**src/rtl/riscv_pkg.sv**
```systemverilog
`default_nettype none
// ============================================================================
//  Module      : riscv_pkg
//  Description : Shared constants and fetch-state encoding for the
//                instruction-fetch front end.
//                Contents: XLEN/ILEN defaults, canonical NOP encoding,
//                sequential PC increment, fetch FSM state codes.
//  Revision    : 1.0 - initial release
// ============================================================================
package riscv_pkg;

    localparam int XLEN = 32;
    localparam int ILEN = 32;

    // addi x0, x0, 0
    localparam logic [31:0] INST_NOP = 32'h0000_0013;

    // Sequential fetch advances by one 32-bit instruction.
    localparam int PC_INCR = 4;

    // Fetch state encoding.
    //   IDLE : no request outstanding
    //   WAIT : request outstanding, returned data is queued
    //   DROP : request outstanding, returned data is discarded
    typedef logic [1:0] fetch_state_t;
    localparam fetch_state_t ST_IDLE = 2'd0;
    localparam fetch_state_t ST_WAIT = 2'd1;
    localparam fetch_state_t ST_DROP = 2'd2;

endpackage
`default_nettype wire

```
**src/rtl/fetch_fifo.sv**
```systemverilog
`default_nettype none
// ============================================================================
//  Module      : fetch_fifo
//  Description : Prefetch queue holding {pc, instruction} entries between
//                the fetch engine and decode. The head entry is driven
//                combinationally from storage; flush empties the queue
//                in one cycle and overrides push/pop.
//  Ports       : clk, rst (async, active-low)
//                push/wdata  - enqueue one entry
//                pop         - dequeue head entry
//                flush       - discard all entries
//                head        - oldest entry
//                count       - occupancy, 0..DEPTH
//  Revision    : 1.0 - initial release
// ============================================================================
module fetch_fifo #(
    parameter int DEPTH = 4,
    parameter int WIDTH = 64
) (
    input  logic                     clk,
    input  logic                     rst,
    input  logic                     push,
    input  logic                     pop,
    input  logic                     flush,
    input  logic [WIDTH-1:0]         wdata,
    output logic [WIDTH-1:0]         head,
    output logic [$clog2(DEPTH):0]   count
);

    localparam int              AW       = $clog2(DEPTH);
    localparam logic [AW:0]     FULL_CNT = (AW+1)'(DEPTH);

    logic [WIDTH-1:0] mem [DEPTH];
    logic [AW-1:0]    rd_ptr;
    logic [AW-1:0]    wr_ptr;
    logic             do_push;
    logic             do_pop;

    // A push into a full queue is accepted only when the head leaves in
    // the same cycle; the fetch engine's room check normally prevents it.
    assign do_pop  = pop && (count != '0);
    assign do_push = push && ((count != FULL_CNT) || do_pop);

    assign head = mem[rd_ptr];

    always_ff @(posedge clk or negedge rst) begin
        if (!rst) begin
            for (int i = 0; i < DEPTH; i++) begin
                mem[i] <= '0;
            end
        end else if (do_push && !flush) begin
            mem[wr_ptr] <= wdata;
        end
    end

    // DEPTH is a power of two, so pointers wrap naturally.
    always_ff @(posedge clk or negedge rst) begin
        if (!rst) begin
            rd_ptr <= '0;
            wr_ptr <= '0;
            count  <= '0;
        end else if (flush) begin
            rd_ptr <= '0;
            wr_ptr <= '0;
            count  <= '0;
        end else begin
            if (do_push) begin
                wr_ptr <= wr_ptr + 1'b1;
            end
            if (do_pop) begin
                rd_ptr <= rd_ptr + 1'b1;
            end
            count <= count + (AW+1)'(do_push) - (AW+1)'(do_pop);
        end
    end

endmodule
`default_nettype wire

```
**src/rtl/fetch_unit.sv**
```systemverilog
`default_nettype none
// ============================================================================
//  Module      : fetch_unit
//  Description : Instruction-fetch front end. Issues fetch addresses over a
//                req/ack memory handshake with variable latency, buffers
//                returned instructions in a DEPTH-entry prefetch queue and
//                presents them to decode through valid/ready. A redirect
//                flushes the queue and either restarts fetch at once or
//                drops the in-flight response first.
//  Ports       : clk, rst (async, active-low)
//                mem_req/mem_addr/mem_ack/mem_data - instruction memory
//                redirect/redirect_pc               - control-flow restart
//                id_valid/id_ready/id_pc/id_is      - decode interface
//                q_count                            - queue occupancy
//  Revision    : 1.0 - initial release
// ============================================================================
module fetch_unit #(
    parameter int              XLEN     = riscv_pkg::XLEN,
    parameter int              ILEN     = riscv_pkg::ILEN,
    parameter int              DEPTH    = 4,
    parameter logic [XLEN-1:0] RESET_PC = '0
) (
    input  logic                       clk,
    input  logic                       rst,
    output logic                       mem_req,
    output logic [XLEN-1:0]            mem_addr,
    input  logic                       mem_ack,
    input  logic [ILEN-1:0]            mem_data,
    input  logic                       redirect,
    input  logic [XLEN-1:0]            redirect_pc,
    output logic                       id_valid,
    input  logic                       id_ready,
    output logic [XLEN-1:0]            id_pc,
    output logic [ILEN-1:0]            id_is,
    output logic [$clog2(DEPTH):0]     q_count
);

    import riscv_pkg::*;

    localparam int             CW      = $clog2(DEPTH) + 1;
    localparam logic [CW:0]    DEPTH_C = (CW+1)'(DEPTH);

    fetch_state_t     state;
    fetch_state_t     state_nx;
    logic [XLEN-1:0]  fetch_pc;
    logic [XLEN-1:0]  fetch_pc_nx;
    logic [XLEN-1:0]  mem_addr_nx;
    logic [XLEN-1:0]  addr_inc;
    logic [XLEN-1:0]  redirect_base;
    logic [CW:0]      occ;
    logic             pop;
    logic             push;
    logic             room;

    assign pop           = id_valid && id_ready;
    assign push          = (state == ST_WAIT) && mem_ack && !redirect;
    assign addr_inc      = mem_addr + XLEN'(PC_INCR);
    assign redirect_base = {redirect_pc[XLEN-1:2], 2'b00};

    // Occupancy as it will be once the kept outstanding request (if any)
    // lands and this cycle's pop retires. A new request is issued only if
    // that leaves a free slot, so the queue can never overflow.
    assign occ  = {1'b0, q_count} - (CW+1)'(pop) + (CW+1)'(state == ST_WAIT);
    assign room = (occ < DEPTH_C);

    always_comb begin
        state_nx    = state;
        fetch_pc_nx = fetch_pc;
        mem_addr_nx = mem_addr;
        if (redirect) begin
            fetch_pc_nx = redirect_base;
            // The old request must complete before a new address may be
            // presented; if it is still pending, its data is dropped.
            if ((state == ST_IDLE) || mem_ack) begin
                state_nx    = ST_WAIT;
                mem_addr_nx = redirect_base;
            end else begin
                state_nx    = ST_DROP;
            end
        end else begin
            case (state)
                ST_IDLE: begin
                    if (room) begin
                        state_nx    = ST_WAIT;
                        mem_addr_nx = fetch_pc;
                    end
                end
                ST_WAIT: begin
                    if (mem_ack) begin
                        fetch_pc_nx = addr_inc;
                        if (room) begin
                            mem_addr_nx = addr_inc;
                        end else begin
                            state_nx    = ST_IDLE;
                        end
                    end
                end
                ST_DROP: begin
                    // Queue was flushed on entry to DROP, so room exists.
                    if (mem_ack) begin
                        state_nx    = ST_WAIT;
                        mem_addr_nx = fetch_pc;
                    end
                end
                default: begin
                    state_nx = ST_IDLE;
                end
            endcase
        end
    end

    always_ff @(posedge clk or negedge rst) begin
        if (!rst) begin
            state    <= ST_IDLE;
            mem_req  <= 1'b0;
            mem_addr <= RESET_PC;
            fetch_pc <= RESET_PC;
        end else begin
            state    <= state_nx;
            mem_req  <= (state_nx == ST_WAIT) || (state_nx == ST_DROP);
            mem_addr <= mem_addr_nx;
            fetch_pc <= fetch_pc_nx;
        end
    end

    fetch_fifo #(
        .DEPTH (DEPTH),
        .WIDTH (XLEN + ILEN)
    ) u_fifo (
        .clk   (clk),
        .rst   (rst),
        .push  (push),
        .pop   (pop),
        .flush (redirect),
        .wdata ({mem_addr, mem_data}),
        .head  ({id_pc, id_is}),
        .count (q_count)
    );

    assign id_valid = (q_count != '0);

endmodule
`default_nettype wire

```
**config.mk**
```make
export PLATFORM = sky130hd
export DESIGN_NAME = fetch_unit
export DESIGN_NICKNAME = d
export VERILOG_FILES = /design/src/rtl/riscv_pkg.sv /design/src/rtl/fetch_fifo.sv /design/src/rtl/fetch_unit.sv
export SDC_FILE = /design/constraint.sdc
export NUM_CORES = 1
export LEC_CHECK = 0
export BUFFER_PORTS_ARGS = -buffer_cell sky130_fd_sc_hd__buf_2
export CORE_ASPECT_RATIO = 0.9
export CORE_MARGIN = 1
export CORE_UTILIZATION = 45
export CTS_CLUSTER_DIAMETER = 200
export DETAILED_ROUTE_END_ITERATION = 10
export GPL_ROUTABILITY_DRIVEN = 0
export PLACE_DENSITY_LB_ADDON = 0.1
export SYNTH_ARGS = -nofsm -noshare
export SYNTH_HDL_FRONTEND = slang
export SYNTH_SLANG_ARGS = --single-unit
```
**constraint.sdc**
```tcl
create_clock -name clk -period 3.6 [get_ports clk]
set_input_delay 0.54 -clock clk [delete_from_list [all_inputs] [get_ports clk]]
set_output_delay 0.54 -clock clk [all_outputs]
set_load 0.01 [all_outputs]
```
Word-level counts from Yosys, hierarchy flattened. Cells that the tools add are included.

Bits in registers: 330. Bits of input ports: 69. Output and inout bits: 101. Logic and storage cells: 82.

$add $sub $neg: 7. Magnitude comparators: 4. Equal/unequal tests: 10. Muxes and demuxes: 28. Bitwise logic cells: 2. Reduce and logical (&&, ||, !) cells: 20.

Operators by type and width (count): 2-to-1 mux 32 bit (9); bitwise mux 256 bit (1); 2-to-1 mux 64 bit (3); binary-select mux 64 bit (select 2 bit) (1); demux 64 bit (select 2 bit) (1); one-hot mux 32 bit (3 select lines) (1); adder 32 x 3 -> 32 bit (second input constant) (1); 2-to-1 mux 2 bit (10); inequality test 3 bit (second input constant) (5); nonzero test 2 bit (4); logical AND 1 bit (7); greater-or-equal comparator 3 bit (second input constant) (2); inverter 2 -> 3 bit (2); one-hot mux 2 bit (3 select lines) (1); AND reduction 6 bit (1); adder 2 x 1 -> 2 bit (second input constant) (2); adder 4 x 1 -> 4 bit (1); equality test 2 x 1 -> 1 bit (second input constant) (2); equality test 2 bit (second input constant) (2); less-than comparator 4 x 3 -> 1 bit (second input constant) (1); nonzero test 4 bit (1); subtractor 3 x 1 -> 4 bit (1); adder 3 x 1 -> 3 bit (1); logical OR 1 bit (3); 8 further kinds (8).

Logic depth before layout (Yosys ltp). Gate-level depths: netlist of run 1.

Depth after elaboration: 11. Gate-level depth with buffers: 14. Mapped depth without buffers: 12.

By module. From an unflattened synthesis of run 1, not the netlist that was laid out.

Cells, all modules: 1115. Area, all modules: 16121.7 um^2.

By module, submodules not included: fetch_fifo (instances 1, cells each 661, area each 12074.1 um^2, seq. area each 6581.3 um^2); fetch_unit (instances 1, cells each 454, area each 4047.6 um^2, seq. area each 1676.6 um^2).

Worst setup path before layout of run 1. OpenSTA, ideal clock, no wires.

Kind: register to register. From: register u_fifo.count[2]. To: register mem_addr[3]. Library setup time: 0.095 ns. Data arrival time: 2.768 ns. Data required time: 3.505 ns. Slack: 0.737 ns. Stages on the path, launching flop included: 15. Buffers on the path: 2. Clock period less this slack: 2.863 ns. Cells stage by stage: dfrtp_1 inv_1 nand3_1 and2_1 ha_1 inv_1 ha_1 and4bb_2 a221o_1 nor3_2 a211o_1 buf_4 buf_4 nand2_1 o31ai_1.

Cells in the longest elaborated chain, start to end: 7. Elaborated cells on any way between the ends: 8. Those cells by class: add/sub (2); order compare (1); eq/ne (2); reduce/logical (3).

RTL lines: start, declared (RTL line fetch_fifo.sv:27) `output logic [$clog2(DEPTH):0] count`; start signal, assigned (RTL line fetch_fifo.sv:73) `count <= count + (AW+1)'(do_push) - (AW+1)'(do_pop);`; nonzero test 3 bit (*) (RTL line fetch_unit.sv:140) `assign id_valid = (q_count != '0);`; via id_valid (RTL line fetch_unit.sv:31) `output logic id_valid,`; logical AND 1 bit (*) (RTL line fetch_unit.sv:55) `assign pop = id_valid && id_ready;`; subtractor 3 x 1 -> 4 bit (*) (RTL line fetch_unit.sv:63) `assign occ = {1'b0, q_count} - (CW+1)'(pop) + (CW+1)'(state == ST_WAIT);`; adder 4 x 1 -> 4 bit (*) (RTL line fetch_unit.sv:63); less-than comparator 4 x 3 -> 1 bit (*) (RTL line fetch_unit.sv:64) `assign room = (occ < DEPTH_C);`; inequality test 3 bit (no line); AND reduction 6 bit (no line) (*); end signal, assigned (RTL line fetch_unit.sv:121) `mem_addr <= mem_addr_nx;`; end, declared (RTL line fetch_unit.sv:26) `output logic [XLEN-1:0] mem_addr,`.

The timed path passes the listed nets; every way through them passes the cells marked *. A chain may end at the register's enable or synchronous reset.

Worst setup path in the final report of run 1.
From: register u_fifo.count[2]. To: register mem_addr[15].

Cells in the longest elaborated chain, start to end: 7. Elaborated cells on any way between the ends: 8. Those cells by class: add/sub (2); order compare (1); eq/ne (2); reduce/logical (3).

RTL lines (RTL line): nonzero test 3 bit (fetch_unit.sv:140); logical AND 1 bit (fetch_unit.sv:55); subtractor 3 x 1 -> 4 bit (*) (fetch_unit.sv:63); adder 4 x 1 -> 4 bit (*) (fetch_unit.sv:63); less-than comparator 4 x 3 -> 1 bit (*) (fetch_unit.sv:64); inequality test 3 bit (no line); AND reduction 6 bit (no line) (*).

Every way passes the cells marked *; elsewhere a longest branch is shown, timed or not.

==> results of run 1 <==
## cells in the mapped netlist, types with 10 or more instances
| library cell | instances |
|---|---|
| a21oi_1 | 41 |
| nand2_1 | 68 |
| mux2_2 | 248 |
| clkbuf_1 | 45 |
| nand3_1 | 15 |
| buf_6 | 16 |
| buf_2 | 25 |
| xnor2_1 | 20 |
| a31oi_1 | 11 |
| o21ai_0 | 80 |
| xor2_1 | 12 |
| nor2_1 | 54 |
| nor3_1 | 10 |
| inv_1 | 11 |
| and3_1 | 19 |
| dfrtp_1 | 330 |
| mux4_2 | 64 |
## per-stage QoR
step           hold WS [ns]  power [mW]  setup WS (ns)  instance area [µm²]
2_1_floorplan         0.244        9.49          0.737                15600
3_3_place_gp          0.458        11.1          0.421                16800
3_5_place_dp          0.469        11.3          0.376                16800
4_1_cts              0.0480        15.3          0.373                18100
5_1_grt              0.0685        16.1          0.116                18100
6_report             0.0253        15.1          0.364                18100
## critical path: cells and delay by family (launching register included)
kind | cells | cell delay (ns)
AO/OA/AOI/OAI | 4 | 0.97
AND/OR/NAND/NOR | 4 | 0.83
flip-flops | 1 | 0.46
buffers and inverters | 3 | 0.43
adder cells (fa/ha/maj) | 2 | 0.41
## power by group through the flow
| stage | Sequential, mW | Clock (mW) | Combinational [mW] |
|---|---|---|---|
| global route | 6.32 | 4.26 | 5.52 |
| CTS | 6.10 | 4.11 | 5.12 |
| finish | 6.10 | 4.00 | 5.03 |
| detailed placement | 6.17 | 0 | 5.11 |
| floorplan | 5.58 | 0 | 3.91 |
| global placement | 6.12 | 0 | 5.02 |
## layer usage
layer / part of all wire, % / global-route usage (%) / routed length (µm) / vias to the layer above
li1: - / - / - / 4585
met3: 4.3 / 3.76 / 1560 / 46
met2: 47 / 33.5 / 17100 / 183
met5: 0 / 0 / 0 / -
met4: 1.6 / 5.22 / 595 / 0
met1: 47 / 29.4 / 17100 / 5183
## registers in the layout (all words and copies together) (netlist names)
| signal | cells |
|---|---|
| u_fifo.mem | 256 |
| fetch_pc | 32 |
| mem_addr | 32 |
| u_fifo.count | 3 |
| state | 2 |
| u_fifo.rd_ptr | 2 |
| u_fifo.wr_ptr | 2 |
| mem_req | 1 |
## worst min-delay path by stage
| stage | startpoint | to | slack [ns] |
|---|---|---|---|
| after global placement | u_fifo.mem[63] | u_fifo.mem[63] | 0.46 |
| after global routing | rst | u_fifo.mem[142] | 0.07 |
| after CTS | rst | u_fifo.mem[141] | 0.05 |
| final | rst | u_fifo.mem[142] | 0.03 |
| after detailed placement | u_fifo.mem[255] | u_fifo.mem[255] | 0.47 |
| after floorplan | rst | fetch_pc[0] | 0.24 |
## cells by family (layout without fill, tap and decap cells)
logic type,Yosys count,in the layout
flops,330,330
mux,316,316
simple gates,204,204
compound gates,180,180
buf+inv,112,272
xor+xnor,32,32
fa+ha+maj,10,10
other cells,0,1
## cell type report
cell class	count	area share [%]
multi-input cells	742	37.5
repair buffers	192	6.25
clock inverters	10	0.725
diodes	1	0.0138
flip-flops and latches	330	45.6
clock buffers	59	6.53
inverters	11	0.228
well taps	462	3.19
## cell usage in the layout, fill, tap and decap left out, types with 5 or more instances in the layout
master	n
dfrtp_1	328
nor2b_1	8
and3_1	19
clkbuf_8	9
ha_1	9
buf_2	166
clkinv_2	5
nor2_1	54
nand2_4	5
o211ai_1	5
mux2_2	248
xnor2_1	20
and2_1	6
inv_1	11
clkbuf_16	41
nand3_1	15
a21oi_1	41
o21ai_0	80
xor2_1	12
buf_4	17
o2bb2ai_1	5
a22o_1	9
clkbuf_1	9
buf_12	8
mux4_2	64
nand2_1	64
a31oi_1	11
nor3_1	10
==> flow_summary_export.csv, run 1 <==
group,metric,value,unit
status,outcome,"complete, no violations",
setup_path,arrival,3.65,ns
synthesis,synth_warnings,0,
timing,finalHoldViolCount,0,
clocking,cts_setup_buffers,0,
setup_path,r2r_slack,0.36,ns
power,clockPowerShare,26.5,%
timing,tns,0,ns
timing,fmax,0.309,GHz
synthesis,synth_xor_area_share,1.79,%
timing,worst_slew_margin_rel,27.4,%
global_routing,antenna_found_initial,1,
clocking,clk_path_buf_depth,3,
cells_and_area,seq_area,8270,µm²
timing,min_period_over_period,89.9,%
timing,fin_skew,0.0103,ns
setup_path,critPathRequiredTime,4.01,ns
cells_and_area,fillCellCount,3027,
die,die_h,179,µm
die,rows,64,
synthesis,syn-cell-area,15600,µm²
power,switching_power,4.95,mW
clocking,clock_sinks,330,
setup_path,cpMaxStageDelayCell,"dfrtp_1",
placement,place_hpwl,22.8,mm
die,core_area,34100,µm²
routing,wl_per_cell,20.1,µm
placement,port_buffers,167,
power,comb_power_share,33.3,%
power,p_sw_share,32.7,%
clocking,post_cts.resized_instances,0,
routing,detail-route-antenna-nets,0,
synthesis,yosys-top-cells-area,"dfrtp_1, mux2_2, mux4_2, o21ai_0, nand2_1",
synthesis,synthMuxAreaShare,27.3,%
synthesis,synth.largest_area_cell,"dfrtp_1",
synthesis,syn_inst,1184,
synthesis,synthDominantCellAreaShare,52.8,%
synthesis,synthArstFlopShare,100,%
timing,fin_crit,3.24,ns
synthesis,synthAdderAreaFrac,0.849,%
setup_path,r2r-start,"u_fifo.count[2]",
global_routing,grt_first_pass_wirelength,57.5,mm
clocking,cts_max_level,2,
cells_and_area,multi_input_area,6790,µm²
cells_and_area,drive_gt1_share,43.2,%
routing,wl,36.3,mm
power,p_leak,8.40,nW
die,start_util,45.8,%
clocking,cts_tree,"done",
placement,dp_cells,1737,
synthesis,synth_seq_cells,330,
clocking,insertion_delay,0.52,ns
setup_path,reg2regPathDepth,13,
routing,vias_per_cell,5.53,
synthesis,synth_compound_gate_area_share,6.93,%
setup_path,endpoint,"mem_addr[15]",
synthesis,yosysSeqAreaShare,52.8,%
setup_path,r2r_end,"mem_addr[15]",
setup_path,cp_cell_sequence,"inv_1, nand3_1, and2_1, ha_1, inv_1, ha_1, and4bb_2, a221o_1, nor3_2, a211o_1, buf_12, a31oi_1, a21o_1",
routing,num_vias,9997,
flow_run,cap_violations,0,
power,power.share.sequential,40.3,%
die,dieArea,35500,µm²
cells_and_area,fin_cells,1807,
timing,rsz0062_at_grt,"no",
die,die_w,198,µm
setup_path,startpoint_type,"flop",
synthesis,synth-main-ff-cell,"dfrtp_1",
global_routing,grtUsageTotal,20.9,%
setup_path,worst-setup-path-type,"flop to flop",
clocking,clock-root-buffer,"clkbuf_16",
synthesis,synth_top_family_by_area,"multiplexers",
clocking,hold_buffers,0,
synthesis,syn_avg_cell_area,13.2,µm²
global_routing,first_global_vias,10000,
timing,final-max-slew-violation-count,0,
global_routing,grt_max_degree,86,
routing,drc,0,
power,ir_worst_vdd,0.540,mV
timing,setup_viol,0,
power,power.density,835,nW/µm²
timing,tightest_slew,1.09,ns
setup_path,crit_fanout,22,
routing,detail_route.iter0.violations,476,
global_routing,grt.overflow.total,0,
synthesis,synth_edf_count,0,
cells_and_area,nets,1394,
cells_and_area,final_util,53.1,%
setup_path,cp_slowest_stage_delay,0.46,ns
die,io_pins,170,
setup_path,end_kind,"flop",
cells_and_area,syn_to_final_growth,16.0,%
routing,dr.pass1.iters,5,
worst_hold_path,worstHoldPathType,"primary input to asynchronous set/reset pin",
setup_path,critPathLaunch,"u_fifo.count[2]",
clocking,numCtsBuffers,38,
synthesis,synth_nets,1263,
synthesis,yosys.cell_types.count,56,
synthesis,yosys.area_share.simple,6.36,%
power,p_int,10.2,mW
clocking,cts.clk_slew.worst_paths,0.06,ns
Power figures use the tool's default switching activity.
==> run 2: changes to the inputs <==
ABC_AREA = 1   (was unset)
PLACE_DENSITY_LB_ADDON = unset   (was 0.1)
==> flow_summary_export.csv, run 2 <==
group,metric,value,unit
routing,dr.pass1.iters,7,
power,power.density,826,nW/µm²
setup_path,cpMaxStageDelayCell,"dfrtp_4",
routing,drc,0,
synthesis,synth_warnings,0,
timing,tightest_slew,0.949,ns
routing,num_vias,15100,
synthesis,syn_avg_cell_area,7.60,µm²
timing,fin_crit,2.97,ns
synthesis,synth.largest_area_cell,"dfrtp_1",
timing,tns,0,ns
synthesis,synth_xor_area_share,0.422,%
die,rows,66,
timing,final-max-slew-violation-count,0,
placement,port_buffers,167,
setup_path,crit_fanout,26,
routing,wl,50.4,mm
global_routing,grtUsageTotal,26.8,%
global_routing,grt.overflow.total,0,
routing,wl_per_cell,18.2,µm
global_routing,grt_first_pass_wirelength,79.1,mm
routing,detail-route-antenna-nets,0,
die,die_w,204,µm
setup_path,arrival,2.43,ns
cells_and_area,layout_common_cells,"nand2_1, dfrtp_1, nor2_1, o21ai_0, o21ai_1",
cells_and_area,fillCellCount,3542,
cells_and_area,final_common_cell,"nand2_1",
synthesis,synthAdderAreaFrac,0.800,%
cells_and_area,largest_registers,"u_fifo.mem (256), fetch_pc (32), mem_addr (32)",
clocking,numCtsBuffers,38,
cells_and_area,largest-register,"u_fifo.mem",
cells_and_area,drive_gt1_share,12.3,%
clocking,cts_max_level,2,
synthesis,synth_top_family_by_area,"simple AND/OR/NAND/NOR gates",
die,dieArea,37600,µm²
timing,rsz0062_at_grt,"no",
timing,fmax,0.337,GHz
power,p_leak,9.68,nW
synthesis,synth_edf_count,0,
die,io_pins,170,
cells_and_area,multi_input_area,7340,µm²
synthesis,yosysSeqAreaShare,49.8,%
clocking,cts_setup_buffers,0,
cells_and_area,largest_reg_flops,256,
worst_hold_path,worstHoldPathType,"primary input to flop",
setup_path,end_kind,"output port",
synthesis,synthTopCellsByCount,"nand2_1, dfrtp_1, nor2_1",
clocking,cts_tree,"done",
synthesis,syn-cell-area,16600,µm²
setup_path,crit_buf_inv,3,
synthesis,synthArstFlopShare,100,%
timing,min_period_over_period,82.5,%
clocking,clk_path_buf_depth,3,
die,start_util,45.8,%
synthesis,synth_seq_cells,330,
setup_path,cp_cell_sequence,"clkinv_2, buf_4, o21ai_0, o22ai_1, buf_2",
synthesis,yosys.area_share.simple,25.0,%
cells_and_area,syn_to_final_growth,13.9,%
global_routing,antenna_found_initial,0,
setup_path,critPathRequiredTime,3.06,ns
clocking,clock-root-buffer,"clkbuf_16",
synthesis,synthDominantCellAreaShare,49.8,%
setup_path,startpoint_type,"flop",
global_routing,first_global_vias,14400,
routing,vias_per_cell,5.47,
setup_path,cp_slowest_stage_delay,0.49,ns
synthesis,synth_nets,2263,
synthesis,synth-main-ff-cell,"dfrtp_1",
clocking,insertion_delay,0.55,ns
timing,timing.hold.ws,0.244,ns
cells_and_area,nets,2341,
global_routing,grt_max_degree,130,
synthesis,yosys.cell_types.count,34,
setup_path,worst-setup-path-type,"flop to output port",
clocking,cts.clk_slew.worst_paths,0.06,ns
placement,place_hpwl,29.7,mm
synthesis,synthMuxAreaShare,0,%
cells_and_area,seq_area,8260,µm²
die,core_area,36300,µm²
routing,detail_route.iter0.violations,1256,
setup_path,cp_top_family,"buffers and inverters",
timing,finalHoldViolCount,0,
die,die_h,184,µm
synthesis,yosysMostFrequentCell,"nand2_1",
flow_run,cap_violations,0,
synthesis,synth_compound_gate_area_share,18.0,%
cells_and_area,diodes,0,
synthesis,yosys-top-cells-area,"dfrtp_1, nand2_1, o21ai_0, o21ai_1, nor2_1",
timing,fin_skew,0.0162,ns
power,ir_worst_vdd,0.408,mV
synthesis,syn_inst,2184,
status,outcome,"complete, no violations",
timing,worst_slew_margin_rel,36.8,%
clocking,clock_sinks,330,
timing,setup_viol,0,
[run 2: cell count changes in the layout (fill, tap and decap cells not counted), sizes merged, moves of 65 or more]
cell / before / now
inv: 11 / 76
nand2: 69 / 798
mux2: 248 / 0
nor2: 54 / 220
o21ai: 80 / 380
[run 2: kinds of logic after synthesis]
kind of cell	after synthesis
buffers and inverters	236
AOI/OAI and AO/OA	542
DFF	330
and+or+nand+nor	1058
xor gates and xnor gates	8
adders and majority gates	10
[run 2: metrics by stage]
step | std cells | setup WS, ns | cell area (µm²) | utilization, % | power, mW
2_1_floorplan | 2184 | 1.23 | 16600 | - | 9.64
3_3_place_gp | 2697 | 0.706 | 17700 | 48.8 | 11.7
3_5_place_dp | 2697 | 0.686 | 17700 | 48.8 | 11.9
4_1_cts | 2760 | 0.621 | 18900 | 52.1 | 15.7
5_1_grt | 2760 | 0.351 | 18900 | 52.1 | 16.7
6_report | 2760 | 0.629 | 18900 | 52.1 | 15.6
[run 2: tightest hold or removal path: stages]
cell and delay [ns]:
buf_2 0.11, nand2_1 0.05, nand2_1 0.05
[run 2: power by group]
part	switching [mW]	internal [mW]	leakage, nW
Clock	1.57	2.23	0.602
Combinational	3.72	1.98	4.79
Sequential	1.04	5.07	4.29
Total	6.33	9.28	9.68
[run 2: layout make-up]
type	count	share of cell area [%]
Multi-Input combinational cell	1618	38.8
Inverter	75	1.52
Clock buffer	53	5.91
Clock inverter	9	0.490
Tap cell	476	3.15
Sequential cell	330	43.7
Timing Repair Buffer	199	6.36
[run 2: layer usage]
metal  GRT usage, %  wire [µm]
met2           44.5      23600
met1           36.7      22900
met3           3.54       2840
met5              0          0
met4           7.22        988
[run 2: path summary, 6_finish.rpt]
| path | start | end | slack (ns) | cells past startpoint |
|---|---|---|---|---|
| hold reg to reg | u_fifo.mem[158] | u_fifo.mem[158] | 0.47 | 2 |
| hold / removal | mem_data[3] | u_fifo.mem[67] | 0.24 | 3 |
| max in group asynchronous | rst | u_fifo.rd_ptr[1] | 2.07 | 3 |
| setup / recovery | u_fifo.rd_ptr[0] | id_pc[20] | 0.63 | 5 |
| setup reg to reg | u_fifo.count[1] | mem_addr[12] | 0.73 | 18 |
| min in group asynchronous | rst | u_fifo.mem[221] | 0.55 | 2 |
[run 2: timing repair]
item	4_1_cts	5_1_grt
endpoints found under the hold margin	2	0
resized for setup	0	0
hold buffers	1	0
endpoints found under the setup margin	0	0
